===== config.mk =====
export PLATFORM = sky130hd
export DESIGN_NAME = jk_cmd_sequencer
export DESIGN_NICKNAME = d
export VERILOG_FILES = /design/src/rtl/jk_cmd_sequencer.sv
export SDC_FILE = /design/constraint.sdc
export NUM_CORES = 1
export LEC_CHECK = 0
export CAP_MARGIN = 20
export CORE_ASPECT_RATIO = 0.6
export CORE_UTILIZATION = 56
export CTS_CLUSTER_DIAMETER = 40
export CTS_CLUSTER_SIZE = 30
export DETAILED_ROUTE_END_ITERATION = 10
export PLACE_DENSITY = 0.86
export SYNTH_ARGS = -nofsm -noshare
export SYNTH_HDL_FRONTEND = slang
export SYNTH_SLANG_ARGS = --single-unit
export TNS_END_PERCENT = 100

===== constraint.sdc =====
create_clock -name clk -period 2.8 [get_ports clk]
set_input_delay 0.7 -clock clk [delete_from_list [all_inputs] [get_ports clk]]
set_output_delay 0.7 -clock clk [all_outputs]
set_load 0.1 [all_outputs]

===== src/rtl/jk_cmd_sequencer.sv =====
// Buffers hold/clear/set/toggle commands and replays each as registered j,k for cnt+1 cycles,
// tracking the downstream JK flip-flop's q. Define JKSEQ_CHECK_EN to add the q_obs/mismatch checker.
module jk_cmd_sequencer #(
  parameter int DEPTH = 4,
  parameter int CW    = 4
) (
  input  logic          clk,
  input  logic          rst,
  input  logic          cmd_valid,
  output logic          cmd_ready,
  input  logic [1:0]    cmd,
  input  logic [CW-1:0] cnt,
  output logic          j,
  output logic          k,
  output logic          busy,
  output logic          q_model
`ifdef JKSEQ_CHECK_EN
  ,
  input  logic          q_obs,
  output logic          mismatch
`endif
);

  localparam int AW = (DEPTH > 1) ? $clog2(DEPTH) : 1;
  localparam int EW = 2 + CW;
  localparam logic [AW:0] FULL_CNT = (AW+1)'(DEPTH);

  localparam logic [0:0] IDLE = 1'b0;
  localparam logic [0:0] RUN  = 1'b1;

  logic [EW-1:0] mem [DEPTH];
  logic [AW-1:0] wr_ptr_reg, rd_ptr_reg;
  logic [AW:0]   count_reg;
  logic [0:0]    state_reg;
  logic [CW-1:0] remaining_reg;
  logic          j_reg, k_reg, q_reg;

  logic          empty, push, pop;
  logic [EW-1:0] head;
  logic          q_next;

  assign empty     = (count_reg == '0);
  assign cmd_ready = (count_reg != FULL_CNT);
  assign push      = cmd_valid && cmd_ready;
  // Pop whenever the current command is on its last cycle (or nothing runs), so commands abut.
  assign pop       = !empty && ((state_reg == IDLE) || (remaining_reg == '0));
  assign head      = mem[rd_ptr_reg];

  assign j       = j_reg;
  assign k       = k_reg;
  assign q_model = q_reg;
  assign busy    = (state_reg == RUN) || !empty;

  always_comb begin
    q_next = q_reg;
    case ({j_reg, k_reg})
      2'b00:   q_next = q_reg;
      2'b01:   q_next = 1'b0;
      2'b10:   q_next = 1'b1;
      default: q_next = ~q_reg;
    endcase
  end

  // Storage carries no reset: stale entries are unreachable once count is cleared.
  always_ff @(posedge clk) begin
    if (push) mem[wr_ptr_reg] <= {cmd, cnt};
  end

  always_ff @(posedge clk or negedge rst) begin
    if (!rst) begin
      wr_ptr_reg <= '0;
      rd_ptr_reg <= '0;
      count_reg  <= '0;
    end else begin
      if (push) wr_ptr_reg <= wr_ptr_reg + AW'(1);
      if (pop)  rd_ptr_reg <= rd_ptr_reg + AW'(1);
      case ({push, pop})
        2'b10:   count_reg <= count_reg + (AW+1)'(1);
        2'b01:   count_reg <= count_reg - (AW+1)'(1);
        default: count_reg <= count_reg;
      endcase
    end
  end

  always_ff @(posedge clk or negedge rst) begin
    if (!rst) begin
      state_reg     <= IDLE;
      remaining_reg <= '0;
      j_reg         <= 1'b0;
      k_reg         <= 1'b0;
      q_reg         <= 1'b0;
    end else begin
      q_reg <= q_next;
      if (pop) begin
        {j_reg, k_reg} <= head[EW-1 -: 2];
        remaining_reg  <= head[CW-1:0];
        state_reg      <= RUN;
      end else if ((state_reg == RUN) && (remaining_reg != '0)) begin
        remaining_reg <= remaining_reg - CW'(1);
      end else begin
        j_reg     <= 1'b0;
        k_reg     <= 1'b0;
        state_reg <= IDLE;
      end
    end
  end

`ifdef JKSEQ_CHECK_EN
  logic mismatch_reg;

  always_ff @(posedge clk or negedge rst) begin
    if (!rst) mismatch_reg <= 1'b0;
    else if (q_obs != q_reg) mismatch_reg <= 1'b1;
  end

  assign mismatch = mismatch_reg;
`endif

endmodule


==> metrics.yaml <==
yosysMostFrequentCell: "edfxtp_1"
gp_congestion: 0.730
grt_max_degree: 16
io_pins: 14
rsz0062_at_grt: "no"
r2r_cells: 7
cts_tree: "done"
power.leakage_nw: 0.787
cpPeakStageDelay_ps: 420
ant_nets: 0
post-cts-setup-buffers: 0
drv_slew: 0
status: "finished clean"
fillers: 213
crit_chain: "inv_1 > ha_1 > or3b_4 > a21oi_2 > ha_1 > fa_1 > mux2_2"
worst_ir_drop_vdd_mv: 0.448
layout-drive-gt1-share_pct: 22.5
fin_crit_sh_pct: 83.9
grt_pass1_wl_mm: 4.67
netlist.area_leader.share_pct: 41.0
path_clk_slew_ps: 70
cts_resized: 0
path_class: "register to register"
syn_nets: 130
ys_ff_latch: 39
die_x_um: 74.3
dp_hpwl_mm: 2.17
relSlewSlack_pct: 55.2
finClkSkew_ps: 5.38
crit_slowest_cell: "or3b_4"
synth_common_cells: "edfxtp_1 (24), dfrtp_1 (15), ha_1 (8), inv_1 (8), mux4_2 (6)"
synth_edf_count: 24
critPathCaptureType: "register"
placeableCoreArea_sq_mm: 0.00293
row_count: 15
worstSkewPairLatency_ps: 290
clkSinkCount: 39
dieArea_sq_mm: 0.00337
r2r_end: "count_reg[1]"
cp_num_cells: 7
rr_startpoint: "remaining_reg[0]"
synth.area.top_cells: "edfxtp_1 (41%), dfrtp_1 (21%), mux4_2 (7.7%), ha_1 (5.7%), xnor2_1 (2.0%)"
holdWs_ps: 482
drt_iter0_markers: 66
r2r_slack_ps: 450
worst_pin_slew_ps: 670
maxCapViolCount: 0
final-hold-violation-count: 0
routed_wl_mm: 3.02
yosys_most_used_dff: "edfxtp_1"
h-tree-depth: 2
largest_register_ffs: 24
ys_async_sr_fraction_pct: 38.5
antenna_found_initial: 0
ys_seq_area_share_pct: 62.4
grt.total_usage_pct: 20.8
crit_fanout: 4
first_pass_iters: 4
ys_warn_count: 0
netlist_area_sq_mm: 0.00176
worstSetupEndpoint: "count_reg[1]"
routed_via_density: 5.78
setup_tns_ps: 0
avgRoutedWirePerCell_um: 17.7
syn_area_per_cell_sq_um: 15.7
fp.dieH_um: 45.4
post-route-min-period_ps: 2350
ys_types: 36
setup_viol: 0
vias: 989
cts_hold_buf: 0
cp.arrival_ps: 2530
synth_area_leader_cell: "edfxtp_1"
p_total_mw: 2.26
area_growth_pct: 13.5
cts_root_buf: "clkbuf_8"
ctsLongestPathBuffers: 2
synth_cells: 112
crit_buf_inv: 1
nNetsFinal: 147
numPortBuffers: 13
startpoint_type: "register"
grt_overflow: 0
cp_top_family: "adder cells"
fmax_ghz: 0.426
n_antenna_cell: 0
cts_buffers: 5
crit_path_frequent_cell: "ha_1"
hp-class: "register to register"
required_ps: 2980
cellPowerDensity_mw_per_mm2: 1130
grt_pass1_vias: 951
drcViolationCount: 0
cp-startpoint: "remaining_reg[0]"
start_util_pct: 60.0
placed cells by master (no fill, tap or decap), types with 2 or more instances in the layout:
cell / instances
and3_2: 4
ha_1: 8
xor2_1: 2
a22oi_1: 3
clkdlybuf4s50_1: 8
o21ai_0: 2
edfxtp_1: 24
a22o_1: 2
nor3_1: 2
a211oi_1: 2
xnor2_1: 4
nand2_1: 2
dfrtp_1: 15
nor3b_1: 2
buf_4: 6
or3b_4: 2
clkbuf_8: 5
inv_1: 8
o211ai_1: 2
nor2_1: 3
mux4_2: 6
worst min-delay path by stage:
| stage | from | endpoint | slack, ps | cells after the start |
|---|---|---|---|---|
| 5_1_grt | q_model | q_model | 520 | 1 |
| 3_5_place_dp | q_model | q_model | 470 | 1 |
| 4_1_cts | q_model | q_model | 480 | 1 |
| 3_3_place_gp | q_model | q_model | 470 | 1 |
| 6_report | q_model | q_model | 480 | 1 |
| 2_1_floorplan | rst | count_reg[0] | 400 | 0 |
kinds of logic (layout without fill, tap and decap cells):
logic type	count (synthesis)	in the layout	share of synthesized area, %
AOI/OAI and AO/OA	17	17	7.48
xor gates and xnor gates	6	6	2.99
buffers and inverters	12	29	3.06
adders and majority gates	9	9	6.84
and+or+nand+nor	20	20	7.48
DFF	39	39	62.4
muxes	9	9	9.76
layer usage:
metal,share of wire [%],vias up,global-route usage (%)
met5,0,-,0
met2,47,35,29.5
li1,-,456,-
met3,7.4,4,6.86
met1,44,494,29.0
met4,0.89,0,10.9
report_power, final:
group	leakage, nW	switching (mW)	total [mW]	internal, mW
logic	0.349	0.516	0.918	0.402
clock network	0.0440	0.191	0.362	0.170
registers	0.394	0.180	0.978	0.798
area by class of cell:
| class | instances | area (sq um) | area share (%) |
|---|---|---|---|
| Clock buffer | 5 | 68.8 | 3.45 |
| Sequential cell | 39 | 1100 | 55.0 |
| Tap cell | 42 | 52.6 | 2.64 |
| Timing Repair Buffer | 14 | 125 | 6.28 |
| Inverter | 8 | 30.0 | 1.51 |
| Multi-Input combinational cell | 61 | 607 | 30.4 |
| Clock inverter | 2 | 13.8 | 0.691 |
through the flow:
step	cells	instance area (sq um)	util (%)	setup WS, ps
2_1_floorplan	112	1760	-	544
3_3_place_gp	164	1910	65.3	310
3_5_place_dp	164	1910	65.3	241
4_1_cts	171	1990	68.1	442
5_1_grt	171	1990	68.1	350
6_report	171	1990	68.1	451
No activity file was read; power rests on OpenSTA's default activity.
